File: config.mk
export PLATFORM = sky130hd
export DESIGN_NAME = aftab_seq_multiplier
export DESIGN_NICKNAME = d
export VERILOG_FILES = /design/src/rtl/aftab_seq_multiplier.sv
export SDC_FILE = /design/constraint.sdc
export NUM_CORES = 1
export LEC_CHECK = 0
export BUFFER_PORTS_ARGS = -buffer_cell sky130_fd_sc_hd__clkbuf_2
export CAP_MARGIN = 15
export CORE_ASPECT_RATIO = 0.9
export CORE_MARGIN = 4
export CORE_UTILIZATION = 40
export DETAILED_ROUTE_END_ITERATION = 6
export GPL_TIMING_DRIVEN = 0
export PLACE_DENSITY_LB_ADDON = 0.15
export SLEW_MARGIN = 20
export SYNTH_ARGS = -nofsm -noshare
export SYNTH_HDL_FRONTEND = slang
export SYNTH_SLANG_ARGS = --single-unit
export TNS_END_PERCENT = 10
File: constraint.sdc
create_clock -name clk -period 4.1 [get_ports clk]
set_clock_uncertainty 0.1 [all_clocks]
set_input_delay 0.82 -clock clk [delete_from_list [all_inputs] [get_ports clk]]
set_output_delay 0.82 -clock clk [all_outputs]
set_load 0.02 [all_outputs]
File: src/rtl/aftab_seq_multiplier.sv
// aftab_seq_multiplier: multi-cycle radix-2 shift-add multiplier for the AFTAB datapath.
// Operands are reduced to magnitudes, multiplied over `size` CALC cycles, and the
// product sign is restored in a single FIX cycle.
// Ports:
//   clk        rising-edge clock
//   rst        synchronous active-low reset
//   startMul   start request, sampled only in IDLE
//   signedA/B  1 = corresponding operand is two's complement
//   a, b       multiplicand / multiplier, sampled on the accepting edge
//   busy       high while an operation is in flight
//   doneMul    one-cycle pulse, products valid from this cycle
//   productLo  low half of the 2*size product (MUL)
//   productHi  high half of the 2*size product (MULH/MULHSU/MULHU)
module aftab_seq_multiplier #(
    parameter int unsigned size = 32
) (
    input  logic            clk,
    input  logic            rst,
    input  logic            startMul,
    input  logic            signedA,
    input  logic            signedB,
    input  logic [size-1:0] a,
    input  logic [size-1:0] b,
    output logic            busy,
    output logic            doneMul,
    output logic [size-1:0] productLo,
    output logic [size-1:0] productHi
);

    localparam int unsigned CNT_W  = (size > 1) ? $clog2(size) : 1;
    localparam int unsigned PROD_W = 2 * size;
    localparam logic [CNT_W-1:0] CNT_LAST = CNT_W'(size - 1);

    typedef enum logic [1:0] {
        S_IDLE,
        S_CALC,
        S_FIX
    } state_t;

    state_t              r_state;
    state_t              w_state_next;

    logic [size-1:0]     r_mag_a;
    logic [size-1:0]     r_acc;
    logic [size-1:0]     r_mplr;
    logic                r_neg;
    logic [CNT_W-1:0]    r_cnt;

    logic                w_neg_a;
    logic                w_neg_b;
    logic [size-1:0]     w_mag_a;
    logic [size-1:0]     w_mag_b;
    logic [size:0]       w_sum;
    logic [PROD_W-1:0]   w_prod;
    logic [PROD_W-1:0]   w_result;

    // Operand magnitudes; the most-negative value maps onto itself as an unsigned magnitude.
    assign w_neg_a = signedA & a[size-1];
    assign w_neg_b = signedB & b[size-1];
    assign w_mag_a = w_neg_a ? (~a + size'(1)) : a;
    assign w_mag_b = w_neg_b ? (~b + size'(1)) : b;

    // One shift-add step; the carry out is kept and shifted into the accumulator MSB.
    assign w_sum    = {1'b0, r_acc} + (r_mplr[0] ? {1'b0, r_mag_a} : {(size+1){1'b0}});

    // Accumulator upper half and the consumed multiplier register form the full product.
    assign w_prod   = {r_acc, r_mplr};
    assign w_result = r_neg ? (~w_prod + PROD_W'(1)) : w_prod;

    // State register.
    always_ff @(posedge clk) begin
        if (!rst) begin
            r_state <= S_IDLE;
        end else begin
            r_state <= w_state_next;
        end
    end

    // Next-state logic.
    always_comb begin
        w_state_next = r_state;
        case (r_state)
            S_IDLE:  if (startMul) w_state_next = S_CALC;
            S_CALC:  if (r_cnt == CNT_LAST) w_state_next = S_FIX;
            S_FIX:   w_state_next = S_IDLE;
            default: w_state_next = S_IDLE;
        endcase
    end

    // Datapath and registered outputs.
    always_ff @(posedge clk) begin
        if (!rst) begin
            r_mag_a   <= '0;
            r_acc     <= '0;
            r_mplr    <= '0;
            r_neg     <= 1'b0;
            r_cnt     <= '0;
            busy      <= 1'b0;
            doneMul   <= 1'b0;
            productLo <= '0;
            productHi <= '0;
        end else begin
            doneMul <= 1'b0;
            case (r_state)
                S_IDLE: begin
                    if (startMul) begin
                        r_mag_a <= w_mag_a;
                        r_mplr  <= w_mag_b;
                        r_acc   <= '0;
                        r_neg   <= w_neg_a ^ w_neg_b;
                        r_cnt   <= '0;
                        busy    <= 1'b1;
                    end
                end
                S_CALC: begin
                    r_acc  <= w_sum[size:1];
                    r_mplr <= {w_sum[0], r_mplr[size-1:1]};
                    r_cnt  <= r_cnt + CNT_W'(1);
                end
                S_FIX: begin
                    productHi <= w_result[PROD_W-1:size];
                    productLo <= w_result[size-1:0];
                    doneMul   <= 1'b1;
                    busy      <= 1'b0;
                end
                default: begin
                    busy <= 1'b0;
                end
            endcase
        end
    end

endmodule

==> results of run 1 <==
metal layers:
metal / wire length (µm) / vias up / GRT usage (%) / part of all wire (%)
met5: 0 / - / 0 / 0
met4: 397 / 0 / 4.82 / 1.2
met3: 2420 / 26 / 4.24 / 7.1
met2: 14200 / 340 / 33.9 / 42
met1: 17000 / 4789 / 36.0 / 50
li1: - / 5090 / - / -
synth_stat cells, drive strengths merged, types with 15 or more instances:
cell type,count
nand3,36
nor3,19
clkbuf,76
nor4,15
o21ai,103
inv,25
a222oi,30
o31ai,30
a211oi,60
and2,41
xor2,84
nand2,117
or3,26
xnor2,47
a21oi,90
nor2,135
dfxtp,170
ha,37
stage by stage:
step	hold slack [ns]	cells	util, %	power (mW)
2_1_floorplan	0.327	1301	-	2.25
3_3_place_gp	0.336	1777	45.2	2.49
3_5_place_dp	0.345	1777	45.2	2.49
4_1_cts	0.354	1809	47.6	4.23
5_1_grt	0.372	1809	47.6	4.38
6_report	0.352	1809	47.6	4.22
repair_timing:
| action | 4_1_cts | 5_1_grt |
|---|---|---|
| setup endpoints to repair | 2 | 1 |
| hold buffers | 0 | 0 |
| endpoints found under the hold margin | 0 | 0 |
| resized for setup | 1 | 1 |
how the worst min path moves through the flow:
stage | from | endpoint | slack, ns | cells past startpoint
after floorplan | r_mag_a[11]$_SDFFE_PN0P_ | r_mag_a[11]$_SDFFE_PN0P_ | 0.33 | 2
after global placement | r_mag_a[11]$_SDFFE_PN0P_ | r_mag_a[11]$_SDFFE_PN0P_ | 0.34 | 2
after detailed placement | productHi[26]$_SDFFE_PN0P_ | productHi[26]$_SDFFE_PN0P_ | 0.34 | 2
after CTS | r_mag_a[11]$_SDFFE_PN0P_ | r_mag_a[11]$_SDFFE_PN0P_ | 0.35 | 2
after global routing | r_mag_a[11]$_SDFFE_PN0P_ | r_mag_a[11]$_SDFFE_PN0P_ | 0.37 | 2
final | r_mag_a[11]$_SDFFE_PN0P_ | r_mag_a[11]$_SDFFE_PN0P_ | 0.35 | 2
layout by cell type, fill, tap and decap left out, types with 12 or more instances in the layout:
cell type / instances
clkbuf_2: 134
a222oi_1: 30
a211oi_1: 60
ha_1: 37
clkbuf_1: 77
dfxtp_1: 170
o31ai_1: 30
a21oi_1: 90
xnor2_1: 47
nand4_1: 14
or3_1: 26
o41ai_1: 13
nand3_1: 35
and2_1: 41
inv_1: 25
o21ai_0: 100
nand2_1: 117
nor2_1: 135
xor2_1: 84
clkbuf_16: 17
nor3_1: 19
a31oi_1: 12
sequential cells by signal, summed over array words and instances, names as in the netlist:
signal	flops
productLo	32
r_mplr	32
r_acc	32
r_state	2
r_mag_a	32
r_neg	1
busy	1
r_cnt	5
productHi	32
doneMul	1
cell type report:
cell class,count,area [µm²],area share [%]
buffer,79,297,2.46
multi-input combinational,1026,6550,54.3
tap,342,428,3.55
clock buffer,19,443,3.67
timing repair buffer,134,671,5.56
inverter,26,97.6,0.809
sequential,170,3400,28.2
clock inverter,13,180,1.49
worst register-to-register path: cells and delay by family, from the launching register on:
kind	cells	cell delay (ns)
compound gates	4	1.67
flops	1	0.62
fa+ha+maj	1	0.44
buf+inv	1	0.39
simple gates	4	0.73
cell families after synthesis:
family | share of synthesized area (%)
simple gates | 21.7
compound gates | 25.6
flops | 32.9
xor+xnor | 11.1
buf+inv | 3.81
fa+ha+maj | 4.67
mux | 0.194
power breakdown:
part,switching (mW),leakage [nW],internal [mW]
Sequential,0.0655,1.38,1.71
Clock,0.758,0.304,0.996
Combinational,0.445,3.12,0.245
Total,1.27,4.81,2.95
==> metrics.csv, run 1 <==
stage,metric,value,unit
floorplanning,die_height,161,µm
drt,drcViolationCount,0,
global_route,grt_start_max_net_pins,17,
logic_synthesis,syn-num-nets,1408,
drt,vias,10200,
critical_path,cp-end-kind,flop,
clock_network,htree_levels,4,
drt,wire_per_inst,18.8,µm
global_route,grt_pass1_vias,9463,
critical_path,cp.arrival,4.29,ns
clock_network,clk_pin_slew,0.07,ns
placement,port_buffers,134,
logic_synthesis,synth_area_leaders,"dfxtp_1, xor2_1, nor2_1",
critical_path,cp.depth,10,
timing,fmax,248,MHz
logic_synthesis,yosysTopAreaCellShare,32.9,%
clock_network,cts_tree,done,
timing,post-route-period-util,98.5,%
critical_path,worst_path_most_repeated_cell,nor3_1,
floorplanning,start_util,40.8,%
final_layout,fillers,2630,
critical_path,critical_path.max_fanout,10,
power,powerDensity,350,nW/µm²
floorplanning,rows,55,
logic_synthesis,synth_edf_count,0,
critical_path,crit_buf_inv,1,
critical_path,r2r-start,r_mplr[0]$_SDFFE_PN0P_,
critical_path,crit_required,4.35,ns
global_route,antenna_found_initial,0,
run,maxCapViolations,0,
timing,tightestPinTransition,0.889,ns
global_route,grt_pass1_wl,53100,µm
drt,ant_nets,0,
final_layout,nets,1561,
timing,finalSetupViolCount,0,
drt,drt_iter0_drc,876,
final_layout,n_antenna_cell,0,
critical_path,cp_top_family,compound AO/OA/AOI/OAI gates,
critical_path,r2r_slack,0.06,ns
timing,setup_ws,0.0631,ns
critical_path,reg2regPathDepth,10,
power,ir_worst_vdd,0.235,mV
logic_synthesis,synth.distinct_cells,65,
clock_network,clock-sinks,170,
logic_synthesis,syn_inst,1301,
floorplanning,core,25300,µm²
critical_path,cp-endpoint,r_acc[27]$_SDFFE_PN0P_,
timing,slew_headroom,40.5,%
critical_path,r2r_end,r_acc[27]$_SDFFE_PN0P_,
logic_synthesis,synth_top_flop_cell,dfxtp_1,
global_route,grt_overflow,0,
critical_path,worstPathCellList,clkbuf_1 > nand2_1 > fa_1 > nor2b_1 > o211ai_1 > a211oi_1 > nor3_1 > a2111oi_2 > nor3_1 > o31ai_1,
logic_synthesis,yosysTopAreaCell,dfxtp_1,
final_layout,drive_above_1_share,12.3,%
critical_path,cpPeakStageDelay,0.71,ns
final_layout,syn_to_final_growth,16.7,%
critical_path,crit_type,flop to flop,
global_route,groute.usage.overall,23.4,%
placement,dp_slack,-0.0853,ns
clock_network,cts_buffer_depth,2,
logic_synthesis,synth_seq_cells,170,
floorplanning,die_x,177,µm
logic_synthesis,avgSynthCellArea,7.94,µm²
clock_network,clock-root-buffer,clkbuf_16,
critical_path,crit_path_start_kind,flop,
placement,dpl.hpwl,26700,µm
placement,gp_congestion,0.949,
timing,rsz0062_at_grt,no,
floorplanning,die_area,28500,µm²
timing,period_minus_slack,4.04,ns
logic_synthesis,seq_area_frac_synth,32.9,%
final_layout,fin_area,12100,µm²
drt,dr.pass1.iters,7,
worst_hold_path,hp-class,flop to flop,
logic_synthesis,synth.cell_area,10300,µm²
clock_network,cts_setup_buffers,0,
drt,wl,34000,µm
floorplanning,io_pins,135,
timing,fin_tns_setup,0,ns
clock_network,worst_skew_pair.late_latency,0.44,ns
power,p_leak,4.81,nW
logic_synthesis,ys_warn_count,0,
drt,vias_per_cell,5.66,
logic_synthesis,async_reset_ff_share,0,%
critical_path,cpMaxStageDelayCell,a2111oi_2,
clock_network,cts_buffers,17,
placement,place_area,11400,µm²
timing,hold_violations,0,
run_status,status,"complete, no violations",
timing,timing.final.max_slew_violations,0,
critical_path,startpoint,r_mplr[0]$_SDFFE_PN0P_,
No activity file was read; power rests on OpenSTA's default activity.
==> inputs of run 2 (changes only) <==
--- a/config.mk
+++ b/config.mk
@@ -10,6 +10,7 @@
 export CORE_ASPECT_RATIO = 0.9
 export CORE_MARGIN = 4
 export CORE_UTILIZATION = 40
+export CTS_BUF_LIST = sky130_fd_sc_hd__clkbuf_4
 export DETAILED_ROUTE_END_ITERATION = 6
 export GPL_TIMING_DRIVEN = 0
 export PLACE_DENSITY_LB_ADDON = 0.15
==> run 2 against run 1 <==
  * Clock power fell by 36%
  * Register-to-register slack improved by 0.15 ns
  * Sequential cell count stayed put
  * Die area unchanged
  * Critical endpoint unchanged
==> metrics.csv, run 2 (same netlist as run 1, synthesis figures left out) <==
stage,metric,value,unit
timing,whs,0.362,ns
drt,vias,10200,
floorplanning,rows,55,
clock_network,cts_buffers,17,
timing,timing.final.max_slew_violations,0,
final_layout,syn_to_final_growth,13.9,%
drt,wl,33800,µm
global_route,grt_pass1_vias,9418,
clock_network,clk_pin_slew,0.16,ns
timing,period_minus_slack,3.89,ns
critical_path,cp-endpoint,r_acc[27]$_SDFFE_PN0P_,
critical_path,startpoint,r_mplr[0]$_SDFFE_PN0P_,
placement,port_buffers,134,
timing,setup_ws,0.209,ns
run_status,status,"complete, no violations",
clock_network,htree_levels,4,
floorplanning,io_pins,135,
drt,ant_nets,0,
drt,vias_per_cell,5.65,
final_layout,layout.cells.most_common_list,"dfxtp_1, nor2_1, clkbuf_2, nand2_1, o21ai_0",
critical_path,reg2regPathDepth,10,
power,powerDensity,304,nW/µm²
clock_network,cts_tree,done,
critical_path,crit_type,flop to flop,
run,maxCapViolations,0,
floorplanning,start_util,40.8,%
power,ir_worst_vdd,0.225,mV
timing,rsz0062_at_grt,no,
drt,drt_iter0_drc,1065,
placement,gp_congestion,0.949,
floorplanning,die_height,161,µm
drt,highest_layer,met4,
global_route,grt_start_max_net_pins,17,
timing,slew_headroom,45.3,%
drt,wl_met3,2430,µm
timing,tightestPinTransition,0.818,ns
global_route,antenna_found_initial,1,
final_layout,fillers,2674,
critical_path,crit_required,4.49,ns
floorplanning,die_area,28500,µm²
floorplanning,core,25300,µm²
final_layout,drive_above_1_share,12.3,%
drt,wire_per_inst,18.7,µm
global_route,groute.usage.overall,23.1,%
critical_path,cp.arrival,4.28,ns
drt,dr.pass1.iters,7,
final_layout,nets,1561,
drt,drcViolationCount,0,
critical_path,crit_path_start_kind,flop,
critical_path,r2r-start,r_mplr[0]$_SDFFE_PN0P_,
clock_network,clock-sinks,170,
placement,dpl.hpwl,26700,µm
timing,hold_violations,0,
clock_network,clock-root-buffer,clkbuf_4,
clock_network,cts_buffer_depth,2,
timing,finalSetupViolCount,0,
drt,met2_length,14000,µm
placement,dp_slack,-0.0853,ns
global_route,grt_pass1_wl,52900,µm
power,p_leak,4.68,nW
timing,fmax,257,MHz
critical_path,r2r_slack,0.21,ns
critical_path,r2r_end,r_acc[27]$_SDFFE_PN0P_,
drt,met1_length,17100,µm
clock_network,worst_skew_pair.late_latency,0.57,ns
final_layout,final_common_cell,dfxtp_1,
timing,post-route-period-util,94.9,%
worst_hold_path,hp-class,flop to flop,
global_route,grt_overflow,0,
critical_path,critical_path.max_fanout,10,
critical_path,cp-end-kind,flop,
floorplanning,die_x,177,µm
run 2: cell count changes in the layout (fill, tap and decap cells not counted), sizes merged:
cell | before | now
clkbuf | 229 | 228
clkinv | 4 | 5
diode | 0 | 1
run 2: layout make-up:
class | instances | area, µm² | area share (%)
inverters | 26 | 97.6 | 0.829
repair buffers | 134 | 671 | 5.69
flip-flops and latches | 170 | 3400 | 28.9
plain buffers | 79 | 297 | 2.52
clock buffers | 18 | 135 | 1.15
well taps | 342 | 428 | 3.63
diodes | 1 | 2.50 | 0.0212
clock inverters | 14 | 184 | 1.56
multi-input cells | 1026 | 6560 | 55.7
run 2: worst min path at each step:
stage	startpoint	endpoint	slack (ns)	depth (start not counted)
floorplan	r_mag_a[11]$_SDFFE_PN0P_	r_mag_a[11]$_SDFFE_PN0P_	0.33	2
global placement	r_mag_a[11]$_SDFFE_PN0P_	r_mag_a[11]$_SDFFE_PN0P_	0.34	2
detailed placement	productHi[26]$_SDFFE_PN0P_	productHi[26]$_SDFFE_PN0P_	0.34	2
CTS	r_mag_a[11]$_SDFFE_PN0P_	r_mag_a[11]$_SDFFE_PN0P_	0.36	2
global route	a[0]	r_mag_a[0]$_SDFFE_PN0P_	0.37	3
finish	r_mag_a[11]$_SDFFE_PN0P_	r_mag_a[11]$_SDFFE_PN0P_	0.36	2
run 2: what timing repair did:
item	CTS	global route
setup buffers	0	0
hold buffers	0	0
gates resized for setup	1	2
setup endpoints to repair	2	2
gates cloned	0	0
run 2: report_power, final:
part	internal (mW)	total, mW	switching [mW]
combinational	0.245	0.689	0.445
sequential	1.71	1.78	0.0651
clock	0.447	1.12	0.670
total	2.40	3.58	1.18
run 2: routing by layer:
layer  global-route usage (%)  vias to the layer above
met3                     4.35                       14
met2                     33.7                      326
li1                         -                     5091
met1                     36.0                     4787
met4                     3.51                        0
met5                        0                        -
run 2: through the flow:
stage	std cells	setup TNS, ns	power (mW)	utilization (%)	cell area (µm²)
floorplan	1301	0	2.25	-	10300
global placement	1777	-0.576	2.49	45.2	11400
detailed placement	1777	-0.167	2.49	45.2	11400
CTS	1809	0	3.60	46.4	11800
global route	1810	0	3.75	46.5	11800
finish	1810	0	3.58	46.5	11800
run 2: critical path, cell delays in order (launching register included):
cell and delay, ns:
dfxtp_1 0.64, clkbuf_1 0.37, nand2_1 0.18, fa_1 0.44
nor2b_1 0.22, o211ai_1 0.20, a211oi_1 0.53, nor3_1 0.25
a2111oi_4 0.56, nor3_1 0.11, o31ai_1 0.23
==> inputs of run 3 (changes only) <==
--- a/config.mk
+++ b/config.mk
@@ -5,13 +5,13 @@
 export SDC_FILE = /design/constraint.sdc
 export NUM_CORES = 1
 export LEC_CHECK = 0
-export BUFFER_PORTS_ARGS = -buffer_cell sky130_fd_sc_hd__clkbuf_2
 export CAP_MARGIN = 15
 export CORE_ASPECT_RATIO = 0.9
 export CORE_MARGIN = 4
 export CORE_UTILIZATION = 40
 export CTS_BUF_LIST = sky130_fd_sc_hd__clkbuf_4
 export DETAILED_ROUTE_END_ITERATION = 6
+export DONT_BUFFER_PORTS = 1
 export GPL_TIMING_DRIVEN = 0
 export PLACE_DENSITY_LB_ADDON = 0.15
 export SLEW_MARGIN = 20
==> run 3 against run 2 <==
  * Non-clock buffer count fell by 134
  * Combinational power fell by 8.7%
  * Highest routed layer unchanged
  * Critical endpoint is now r_acc[31]$_SDFFE_PN0P_
  * Largest cell class unchanged
  * Clock power fell by 12%
  * Routed wire length fell by 0.80%
  * Critical path type unchanged
==> metrics.csv, run 3 (same netlist as run 1, synthesis figures left out) <==
stage,metric,value,unit
run_status,status,"complete, no violations",
final_layout,fin_cells,1676,
drt,drt_iter0_drc,1054,
timing,period_minus_slack,3.90,ns
timing,finalSetupViolCount,0,
final_layout,fin_area,11000,µm²
drt,dr.pass1.iters,6,
power,switching_share,33.6,%
floorplanning,start_util,40.8,%
final_layout,nets,1427,
floorplanning,die_area,28500,µm²
critical_path,cp.arrival,4.33,ns
placement,dpl.hpwl,26200,µm
global_route,antenna_found_initial,1,
critical_path,r2r-start,r_mplr[0]$_SDFFE_PN0P_,
global_route,grt_pass1_wl,51800,µm
timing,post-route-period-util,95.2,%
floorplanning,io_pins,135,
timing,whs,0.280,ns
power,clkPwrFrac,29.1,%
final_layout,finish.utilization,43.6,%
floorplanning,core,25300,µm²
placement,place_area,10800,µm²
drt,wire_per_inst,20.0,µm
timing,rsz0062_at_grt,no,
final_layout,final_common_cell,dfxtp_1,
timing,slew_headroom,42.9,%
global_route,groute.usage.overall,22.8,%
placement,gp_congestion,0.937,
drt,wl,33500,µm
clock_network,cts_buffers,17,
timing,hold_violations,0,
power,p_leak,4.06,nW
global_route,grt_overflow,0,
global_route,grt_pass1_vias,8983,
drt,drcViolationCount,0,
clock_network,htree_levels,4,
critical_path,crit_required,4.52,ns
clock_network,cts_tree,done,
clock_network,clock-root-buffer,clkbuf_4,
clock_network,clock-sinks,170,
timing,fmax,256,MHz
critical_path,crit_path_start_kind,flop,
worst_hold_path,hp-start,a[0],
power,intPower,2.26,mW
power,power.switching,1.14,mW
power,power_frac_comb,18.5,%
power,p_seq_share,52.4,%
worst_hold_path,hp-class,input pin to flop,
final_layout,drive_above_1_share,3.38,%
placement,place_inst,1643,
power,ir_worst_vdd,0.171,mV
final_layout,layout.cells.most_common_list,"dfxtp_1, nor2_1, nand2_1, o21ai_0, a21oi_1",
run,maxCapViolations,0,
clock_network,cts_buffer_depth,2,
timing,timing.final.max_slew_violations,0,
clock_network,worst_skew_pair.late_latency,0.59,ns
critical_path,crit_type,flop to flop,
drt,vias_per_cell,5.87,
placement,port_buffers,0,
clock_network,cts_setup_buffers,0,
clock_network,clk_pin_slew,0.18,ns
floorplanning,die_x,177,µm
timing,tightestPinTransition,0.854,ns
critical_path,cp-end-kind,flop,
drt,ant_nets,0,
floorplanning,die_height,161,µm
critical_path,critical_path.max_fanout,10,
drt,vias,9838,
global_route,grt_start_max_net_pins,17,
power,powerDensity,307,nW/µm²
final_layout,syn_to_final_growth,6.89,%
critical_path,startpoint,r_mplr[0]$_SDFFE_PN0P_,
floorplanning,rows,55,
run 3: cell count changes in the layout (fill, tap and decap cells not counted):
cell / delta
clkbuf_2: -134
inv_8: -3
bufinv_16: -2
inv_6: +2
a2111oi_2: +1
a2111oi_4: -1
clkinv_1: +1
clkinv_2: -1
clkinv_4: +1
clkinv_8: +1
clkinvlp_4: +1
run 3: what timing repair did:
item	4_1_cts	5_1_grt
setup endpoints to repair	0	3
resized for setup	0	2
hold buffers	0	0
run 3: final timing paths:
| path | endpoint | slack [ns] | depth (start not counted) |
|---|---|---|---|
| max | r_acc[31]$_SDFFE_PN0P_ | 0.20 | 10 |
| min | r_mag_a[0]$_SDFFE_PN0P_ | 0.28 | 2 |
| max reg2reg | r_acc[31]$_SDFFE_PN0P_ | 0.20 | 10 |
| min reg2reg | r_mag_a[11]$_SDFFE_PN0P_ | 0.36 | 2 |
run 3: per-stage QoR:
stage	worst slack (ns)	TNS (ns)	power, mW
after CTS	0.0619	0	3.41
after global routing	0.0679	0	3.57
after global placement	-0.199	-0.369	2.43
final	0.197	0	3.40
after detailed placement	0.0735	0	2.44
after floorplan	1.11	0	2.25
run 3: routing by layer:
layer  vias to the layer above  GRT usage [%]  part of all wire, %
li1                       4815              -                    -
met4                         0           5.03                  1.5
met3                        35           5.46                  9.0
met2                       369           31.8                   40
met1                      4619           35.2                   49
met5                         -              0                    0
run 3: critical path, cell delays in order, from the launching register on:
cell and delay [ns]:
dfxtp_1 0.63, clkbuf_1 0.33, nand2_1 0.16, fa_1 0.43
nor2b_1 0.21, o211ai_1 0.21, a211oi_1 0.52, nor3_1 0.23
a2111oi_2 0.67, a21oi_1 0.16, o21ai_0 0.20
run 3: layout make-up:
cell class / instances / area [µm²]
inverter: 26 / 97.6
multi-input combinational: 1026 / 6550
buffer: 79 / 297
fill: 2685 / 14300
antenna: 1 / 2.50
tap: 342 / 428
sequential: 170 / 3400
clock buffer: 18 / 135
clock inverter: 14 / 139
run 3: power by group through the flow:
| stage | Combinational, mW | Sequential, mW | Clock (mW) |
|---|---|---|---|
| floorplan | 0.458 | 1.79 | 0 |
| global placement | 0.620 | 1.81 | 0 |
| detailed placement | 0.622 | 1.81 | 0 |
| CTS | 0.624 | 1.78 | 1.01 |
| global route | 0.699 | 1.79 | 1.08 |
| finish | 0.629 | 1.78 | 0.988 |
